[config.mk]
export PLATFORM = sky130hd
export DESIGN_NAME = wb_stage
export DESIGN_NICKNAME = d
export VERILOG_FILES = /design/src/rtl/cpu_defs_pkg.sv /design/src/rtl/load_align.sv /design/src/rtl/wb_stage.sv
export SDC_FILE = /design/constraint.sdc
export NUM_CORES = 1
export LEC_CHECK = 0
export ABC_AREA = 1
export ABC_CLOCK_PERIOD_IN_PS = 2250
export CORE_ASPECT_RATIO = 0.6
export CORE_UTILIZATION = 41
export CTS_BUF_LIST = sky130_fd_sc_hd__clkbuf_16
export CTS_CLUSTER_DIAMETER = 150
export DETAILED_ROUTE_END_ITERATION = 8
export PLACE_DENSITY = 0.74
export SYNTH_ARGS = -nofsm -noshare
export SYNTH_HDL_FRONTEND = slang
export SYNTH_HIERARCHICAL = 1
export SYNTH_SLANG_ARGS = --single-unit
[constraint.sdc]
create_clock -name clk -period 2.25 [get_ports clk]
set_input_delay 0.3375 -clock clk [delete_from_list [all_inputs] [get_ports clk]]
set_output_delay 0.3375 -clock clk [all_outputs]
set_load 0.01 [all_outputs]
[src/rtl/cpu_defs_pkg.sv]
// Shared CPU encodings: load types, write-back FSM states and datapath defaults.
package cpu_defs;

   localparam int WIDTH_DEF  = 32;
   localparam int ADDR_W_DEF = 5;

   typedef enum logic [2:0] {
      LD_NONE = 3'd0,
      LD_LB   = 3'd1,
      LD_LBU  = 3'd2,
      LD_LH   = 3'd3,
      LD_LHU  = 3'd4,
      LD_LW   = 3'd5,
      LD_LWL  = 3'd6,
      LD_LWR  = 3'd7
   } load_type_t;

   typedef enum logic [1:0] {
      ST_EMPTY     = 2'd0,
      ST_WAIT_LOAD = 2'd1,
      ST_COMMIT    = 2'd2,
      ST_DRAIN     = 2'd3
   } wb_state_t;

   function automatic logic is_load(input logic [2:0] load_type);
      return load_type != LD_NONE;
   endfunction

endpackage

[src/rtl/load_align.sv]
// Little-endian load extraction: byte/halfword extension and LWL/LWR merge with old rt.
// Purely combinational; misaligned accesses are assumed already excepted.
module load_align
   import cpu_defs::*;
(
   input  logic [2:0]  load_type,
   input  logic [1:0]  addr_lo,
   input  logic [31:0] rdata,
   input  logic [31:0] rt_old,
   output logic [31:0] result
);

   logic [7:0]  b0, b1, b2, b3;
   logic [7:0]  bsel;
   logic [15:0] hsel;

   assign b0 = rdata[7:0];
   assign b1 = rdata[15:8];
   assign b2 = rdata[23:16];
   assign b3 = rdata[31:24];

   always_comb begin
      bsel = b0;
      case (addr_lo)
         2'd0: bsel = b0;
         2'd1: bsel = b1;
         2'd2: bsel = b2;
         2'd3: bsel = b3;
         default: bsel = b0;
      endcase
      hsel = addr_lo[1] ? rdata[31:16] : rdata[15:0];
   end

   always_comb begin
      result = rdata;
      case (load_type_t'(load_type))
         LD_LB:  result = {{24{bsel[7]}}, bsel};
         LD_LBU: result = {24'd0, bsel};
         LD_LH:  result = {{16{hsel[15]}}, hsel};
         LD_LHU: result = {16'd0, hsel};
         LD_LW:  result = rdata;
         LD_LWL: begin
            case (addr_lo)
               2'd0: result = {b0, rt_old[23:0]};
               2'd1: result = {b1, b0, rt_old[15:0]};
               2'd2: result = {b2, b1, b0, rt_old[7:0]};
               default: result = rdata;
            endcase
         end
         LD_LWR: begin
            case (addr_lo)
               2'd1: result = {rt_old[31:24], b3, b2, b1};
               2'd2: result = {rt_old[31:16], b3, b2};
               2'd3: result = {rt_old[31:8], b3};
               default: result = rdata;
            endcase
         end
         default: result = rdata;
      endcase
   end

endmodule

[src/rtl/wb_stage.sv]
// MIPS write-back stage: holds the retiring instruction, waits for load data, drives the RF write port.
// Trace outputs are live only when WB_DEBUG_TRACE_EN is defined; otherwise they are tied to zero.
module wb_stage
   import cpu_defs::*;
#(
   parameter int WIDTH  = WIDTH_DEF,
   parameter int ADDR_W = ADDR_W_DEF
) (
   input  logic              clk,
   input  logic              rst_n,
   input  logic              mem_valid,
   input  logic [31:0]       mem_pc,
   input  logic              mem_reg_write,
   input  logic [ADDR_W-1:0] mem_dst,
   input  logic [WIDTH-1:0]  mem_result,
   input  logic [2:0]        mem_load_type,
   input  logic [1:0]        mem_addr_lo,
   input  logic [WIDTH-1:0]  mem_rt_old,
   input  logic              dc_rdata_valid,
   input  logic [WIDTH-1:0]  dc_rdata,
   input  logic              wb_flush,
   output logic              wb_stall,
   output logic              reg_write,
   output logic [ADDR_W-1:0] write_register,
   output logic [WIDTH-1:0]  write_data,
   output logic [31:0]       debug_wb_pc,
   output logic [3:0]        debug_wb_rf_wen,
   output logic [4:0]        debug_wb_rf_wnum,
   output logic [31:0]       debug_wb_rf_wdata
);

   wb_state_t state, state_nxt;

   logic              capture;
   logic              rw_h;
   logic [ADDR_W-1:0] dst_h;
   logic [2:0]        lt_h;
   logic [1:0]        lo_h;
   logic [WIDTH-1:0]  rt_h;

   logic [2:0]        al_type;
   logic [1:0]        al_lo;
   logic [WIDTH-1:0]  al_rt;
   logic [WIDTH-1:0]  aligned;

   logic              commit_rw;
   logic [ADDR_W-1:0] commit_dst;
   logic [WIDTH-1:0]  commit_data;
   logic              commit_we;
   logic              entering_commit;

   assign wb_stall = (state == ST_WAIT_LOAD) || (state == ST_DRAIN);
   assign capture  = mem_valid && !wb_stall && !wb_flush;

   always_ff @(posedge clk) begin
      if (!rst_n) state <= ST_EMPTY;
      else        state <= state_nxt;
   end

   always_comb begin
      state_nxt = state;
      case (state)
         ST_EMPTY, ST_COMMIT: begin
            if (capture)
               state_nxt = (!is_load(mem_load_type) || dc_rdata_valid) ? ST_COMMIT : ST_WAIT_LOAD;
            else
               state_nxt = ST_EMPTY;
         end
         ST_WAIT_LOAD: begin
            // A flushed load still owns its response; DRAIN swallows it if it hasn't arrived.
            if (dc_rdata_valid)  state_nxt = wb_flush ? ST_EMPTY : ST_COMMIT;
            else if (wb_flush)   state_nxt = ST_DRAIN;
         end
         ST_DRAIN: begin
            if (dc_rdata_valid)  state_nxt = ST_EMPTY;
         end
         default: state_nxt = ST_EMPTY;
      endcase
   end

   // While stalled the committing instruction is the held one; otherwise it is the one being captured.
   always_comb begin
      al_type     = wb_stall ? lt_h  : mem_load_type;
      al_lo       = wb_stall ? lo_h  : mem_addr_lo;
      al_rt       = wb_stall ? rt_h  : mem_rt_old;
      commit_rw   = wb_stall ? rw_h  : mem_reg_write;
      commit_dst  = wb_stall ? dst_h : mem_dst;
      commit_data = is_load(al_type) ? aligned : mem_result;
      entering_commit = (state_nxt == ST_COMMIT);
      commit_we   = entering_commit && commit_rw && (commit_dst != '0);
   end

   load_align u_load_align (
      .load_type (al_type),
      .addr_lo   (al_lo),
      .rdata     (dc_rdata),
      .rt_old    (al_rt),
      .result    (aligned)
   );

   always_ff @(posedge clk) begin
      if (!rst_n) begin
         rw_h  <= 1'b0;
         dst_h <= '0;
         lt_h  <= '0;
         lo_h  <= '0;
         rt_h  <= '0;
      end else if (capture) begin
         rw_h  <= mem_reg_write;
         dst_h <= mem_dst;
         lt_h  <= mem_load_type;
         lo_h  <= mem_addr_lo;
         rt_h  <= mem_rt_old;
      end
   end

   always_ff @(posedge clk) begin
      if (!rst_n) begin
         reg_write      <= 1'b0;
         write_register <= '0;
         write_data     <= '0;
      end else begin
         reg_write      <= commit_we;
         write_register <= entering_commit ? commit_dst  : '0;
         write_data     <= entering_commit ? commit_data : '0;
      end
   end

`ifdef WB_DEBUG_TRACE_EN
   logic [31:0] pc_h;
   logic [31:0] commit_pc;

   assign commit_pc = wb_stall ? pc_h : mem_pc;

   always_ff @(posedge clk) begin
      if (!rst_n) begin
         pc_h              <= '0;
         debug_wb_pc       <= '0;
         debug_wb_rf_wen   <= '0;
         debug_wb_rf_wnum  <= '0;
         debug_wb_rf_wdata <= '0;
      end else begin
         if (capture) pc_h <= mem_pc;
         debug_wb_pc       <= entering_commit ? commit_pc : '0;
         debug_wb_rf_wen   <= {4{commit_we}};
         debug_wb_rf_wnum  <= entering_commit ? commit_dst  : '0;
         debug_wb_rf_wdata <= entering_commit ? commit_data : '0;
      end
   end
`else
   logic unused_pc;

   assign unused_pc         = ^mem_pc;
   assign debug_wb_pc       = '0;
   assign debug_wb_rf_wen   = '0;
   assign debug_wb_rf_wnum  = '0;
   assign debug_wb_rf_wdata = '0;
`endif

endmodule

# Yosys cells after proc, flatten, opt, wreduce, memory -nomap -nowiden
# Index checks and enable logic that the tools add are counted.
[totals] ram_bits=0 out_inout_bits=112 n_memories=0 regBits=83 mem_bits_ro=0 input_bits=144 latch_bits=0 word_cells=56
[op_classes] reduce_logical=16 n_div=0 mul=0 eq_ne=13 n_addsub=0 bitwise=0 n_shift=0 order_cmp=0 muxes=18
[op_table] cell="$pmux W32 S3" count=2
[op_table] cell="$pmux W32 S6" count=1
[op_table] cell="$mux W32" count=2
[op_table] cell="$pmux W8 S4" count=1
[op_table] cell="$mux W16" count=1
[op_table] cell="$mux W2" count=7
[op_table] cell="$eq A2 B2 Y1 const B" count=5
[op_table] cell="$eq A3 B3 Y1 const B" count=3
[op_table] cell="$eq A3 B2 Y1 const B" count=2
[op_table] cell="$pmux W2 S3" count=1
[op_table] cell="$reduce_bool A3 Y1" count=2
[op_table] cell="$mux W5" count=1
[op_table] cell="$reduce_bool A5 Y1" count=1
[op_table] cell="$eq A2 B1 Y1 const B" count=2
[op_table] cell="$logic_and A1 B1 Y1" count=4
[op_table] cell="$logic_not A2 Y1" count=2
[op_table] cell="$eq A3 B1 Y1 const B" count=1
[op_table] cell="$logic_not A1 Y1" count=3
[op_table] cell="$mux W3" count=1
[op_table] cell="$logic_or A1 B1 Y1" count=2
[op_table] cell="$reduce_and A2 Y1" count=1
[op_table] cell="$reduce_or A2 Y1" count=1
[op_table] cell="$mux W1" count=1

# Logic depth before layout (Yosys ltp)
[depth] depth_word=10 ltp_mapped=21 mapped_depth_nobuf=16

# Modules after synthesis
# Netlist, hierarchy kept.
[by_module_without_submodules] mod="wb_stage" seq_area_each_um2=1661.6 area_per_inst_um2=4257.8 cells_per_inst=625 n_inst=1
[by_module_without_submodules] mod="load_align" seq_area_each_um2=0.0 area_per_inst_um2=2660.1 cells_per_inst=588 n_inst=1

# Worst setup path after synthesis
# Ideal clock, no wire load.
[synth_path] kind="reg2reg" start="reg state[0]" end="reg write_data[3]" synth_period_minus_slack_ns=2.349 path_slack_ns=-0.099 t_required_ns=2.186 t_arrival_ns=2.285 n_path_buf=5 stages_incl_launch_ff=18 setup_ns=0.064 path_cell_list="dfxtp_1 -> inv_2 -> buf_6 -> buf_2 -> clkbuf_1 -> o21ai_0 -> buf_4 -> buf_2 -> nand3_1 -> nand2_1 -> nor2_1 -> nor2_1 -> nor2_1 -> nor2_1 -> nand2_1 -> nand2_1 -> inv_1 -> nor2_1"
[synth_between] elab_cells_between_ends=36 classes_between="13 x eq/ne; 14 x mux; 9 x reduce/logical"
[synth_lines] element="from (decl)" line="wb_stage.sv:32" text="wb_state_t state, state_nxt;"
[synth_lines] element="from (signal assigned)" line="wb_stage.sv:57" text="else state <= state_nxt;"
[synth_lines] element="$eq A2 B1 Y1 or $eq A2 B2 Y1 (tied branches)" line="wb_stage.sv:52" text="assign wb_stall = (state == ST_WAIT_LOAD) || (state == ST_DRAIN);"
[synth_lines] element="$logic_or A1 B1 Y1 *" line="wb_stage.sv:52"
[synth_lines] element="$mux W2 *" line="wb_stage.sv:84" text="al_lo = wb_stall ? lo_h : mem_addr_lo;"
[synth_lines] element="net al_lo[0]" line="wb_stage.sv:42" text="logic [1:0] al_lo;"
[synth_lines] element="$eq A2 B2 Y1, or another cell as far along" line="load_align.sv:24, load_align.sv:51"
[synth_lines] element="$pmux W8 S4, or another cell as far along" line="load_align.sv:24" text="case (addr_lo)"
[synth_lines] element="$pmux W32 S6 *" line="load_align.sv:36" text="case (load_type_t'(load_type))"
[synth_lines] element="net aligned[3]" line="wb_stage.sv:44" text="logic [WIDTH-1:0] aligned;"
[synth_lines] element="$mux W32 *" line="wb_stage.sv:88" text="commit_data = is_load(al_type) ? aligned : mem_result;"
[synth_lines] element="to (signal assigned)" line="wb_stage.sv:125" text="write_data <= entering_commit ? commit_data : '0;"
[synth_lines] element="to (decl)" line="wb_stage.sv:25" text="output logic [WIDTH-1:0] write_data,"
# Mark *: on every way through the listed nets, which the timed path passes. The rest lies on a longest branch.
# A chain may end at the register's enable or synchronous reset.

# Final worst setup path
[layout_path] start="reg state[0]" end="reg write_data[24]"
# Same word-level chain as after synthesis.

==> flow_summary_export.csv <==
group,metric,value,unit
setup_path,end_kind,"flop",
timing,finalHoldViolations,0,
global_routing,grt_pass1_vias,7180,
synth,yosys_warnings,6,
cells_and_area,syn_to_final_growth,33.4,%
global_routing,grt_pass1_wl,36.9,mm
cells_and_area,layout-drive-gt1-share,9.89,%
floorplan,die_h,103,um
floorplan,dieArea,17400,um^2
setup_path,path_class,"flop to flop",
detailed_routing,vias_per_cell,4.93,
synth,syn_inst,1213,
synth,syn_avg_cell_area,5.70,um^2
timing,relSlewSlack,64.4,%
detailed_routing,firstDrtPassIters,6,
power,p_leak,4.67,nW
clock_tree,insertion_delay,0.36,ns
status,status,"finished, final reports clean",
timing,clock.fmax,477,MHz
setup_path,path_max_fanout,14,
placement,post-place-ws,-0.113,ns
clock_tree,htree_levels,3,
floorplan,core,16400,um^2
placement,port_buffers,150,
setup_path,worst_ep_required_time,2.51,ns
timing,worstMarginPinSlew,0.529,ns
timing,final-setup-viol-count,0,
power,ir_drop,0.300,mV
clock_tree,cts.reportedPaths.clkPinSlew,0.08,ns
synth,ys_ff_latch,83,
setup_path,crit_chain,"inv_6 > o21ai_2 > inv_2 > buf_12 > nand3_1 > nand2_1 > o21ai_0 > nand3_1 > nand2_1 > inv_1 > nand2_1 > nand2_1 > inv_1 > nor2_1",
detailed_routing,avgRoutedWirePerCell,14.4,um
floorplan,rows,36,
synth,ys_seq_area_share,24.0,%
placement,dp_hpwl,18.0,mm
floorplan,die_w,170,um
timing,setup-tns-final,0,ns
global_routing,track_usage,27.3,%
clock_tree,cts_tree,"yes",
cells_and_area,antenna_cells,0,
detailed_routing,drc_errors,0,
clock_tree,cts.path.max_buffers,2,
detailed_routing,antenna_left,0,
setup_path,max_stage_delay,0.38,ns
synth,synth_area,6920,um^2
timing,rsz0062_at_grt,"no",
global_routing,antenna_found_initial,0,
timing,period_share,93.2,%
synth,ys_types,29,
detailed_routing,drtIter0Drc,942,
timing,period_minus_slack,2.10,ns
timing,setup_ws,0.154,ns
timing,drv_slew,0,
cells_and_area,nNetsFinal,1535,
floorplan,io_pins,256,
detailed_routing,vias,7999,
cells_and_area,final_common_cell,"nand2_1",
clock_tree,cts_buffers,9,
timing,fin_skew,0.0115,ns
job,maxCapViolCount,0,
global_routing,grt_max_degree,79,
setup_path,crit_top_cell,"nand2_1",
setup_path,arrival,2.35,ns
clock_tree,root_buffer,"clkbuf_16",
detailed_routing,totalWireLength,23.4,mm
setup_path,crit_slowest_cell,"dfxtp_2",
floorplan,initial_core_util,42.3,%
power,powerDensity,524,nW/um^2
placement,place.gp.congestion,0.984,
setup_path,start_kind,"flop",
worst_hold_path,hp-class,"flop to flop",
clock_tree,cts.sinks,83,
cells_and_area,layout_common_cells,"315 x nand2_1, 153 x inv_1, 151 x nand3_1, 150 x clkdlybuf4s50_1, 141 x nor2_1",
global_routing,overflow,0,
[metal layers]
layer	up-vias	global-route usage, %	share of wire [%]
li1	4011	-	-
met4	0	7.90	1.6
met3	33	7.41	12
met1	3531	38.9	46
met5	-	0	0
met2	424	39.8	40
[critical path: cells and delay by family, from the launching register on]
family / cells / cell delay, ns
flops: 1 / 0.38
simple gates: 7 / 0.48
buf+inv: 5 / 0.53
compound gates: 2 / 0.60
[worst paths after layout]
kind            start             end  slack (ns)  cells past startpoint
max reg2reg  state[0]  write_data[24]        0.15                     14
min reg2reg   rt_h[5]         rt_h[5]        0.45                      2
min           rt_h[5]         rt_h[5]        0.45                      2
max          state[0]  write_data[24]        0.15                     14
[flip-flops by register name, summed over array words and instances (netlist names)]
name	count
dst_h	5
rt_h	32
lo_h	2
write_register	5
write_data	32
state	2
rw_h	1
reg_write	1
lt_h	3
[cells in the mapped netlist (all sizes together)]
library cell  number  area share, %
a211oi             1           0.11
buf              131             13
conb               1          0.054
inv              162            8.8
nand3            154             11
clkbuf            13           0.71
nand2            325             18
dfxtp             83             24
o211ai            13            1.4
nand3b             2           0.40
nand4              7           0.63
a21boi             1           0.11
o21ai             98            7.1
nor2             148            8.6
a21oi             74            5.4
[logic make-up after synthesis]
family	count (synthesis)	share of synthesized area, %
flip-flops	83	24.0
AO/OA/AOI/OAI	187	14.1
AND/OR/NAND/NOR	636	39.0
buffers and inverters	306	22.8
other	1	0.0542
[metrics by stage]
step | total power [mW] | instance area (um^2) | std cells | util, % | hold slack [ns]
5_1_grt | 5.12 | 9230 | 1624 | 56.4 | 0.468
3_3_place_gp | 3.19 | 8880 | 1606 | 54.3 | 0.432
6_report | 4.84 | 9230 | 1624 | 56.4 | 0.448
2_1_floorplan | 2.63 | 7190 | 1285 | - | 0.425
4_1_cts | 4.84 | 9200 | 1622 | 56.2 | 0.451
3_5_place_dp | 3.21 | 8880 | 1606 | 54.3 | 0.440
[where the power goes]
group          leakage, nW  switching [mW]  internal (mW)
sequential           0.679          0.0212           1.54
combinational         3.84           0.965          0.689
clock                0.153           0.725          0.895
[timing repair]
| item | in CTS | in global routing |
|---|---|---|
| buffers inserted | 0 | 2 |
| hold buffers | 0 | 0 |
| gates resized for setup | 0 | 10 |
| endpoints found under the setup margin | 0 | 32 |
[final cells by class]
type,instances,area (um^2)
Fill cell,1649,7120
Multi-Input combinational cell,896,3970
Timing Repair Buffer,239,2370
Sequential cell,83,1660
Inverter,162,616
Tap cell,228,285
Clock buffer,9,225
Clock inverter,7,93.8
Note: power is estimated with default switching activity, not from simulation.
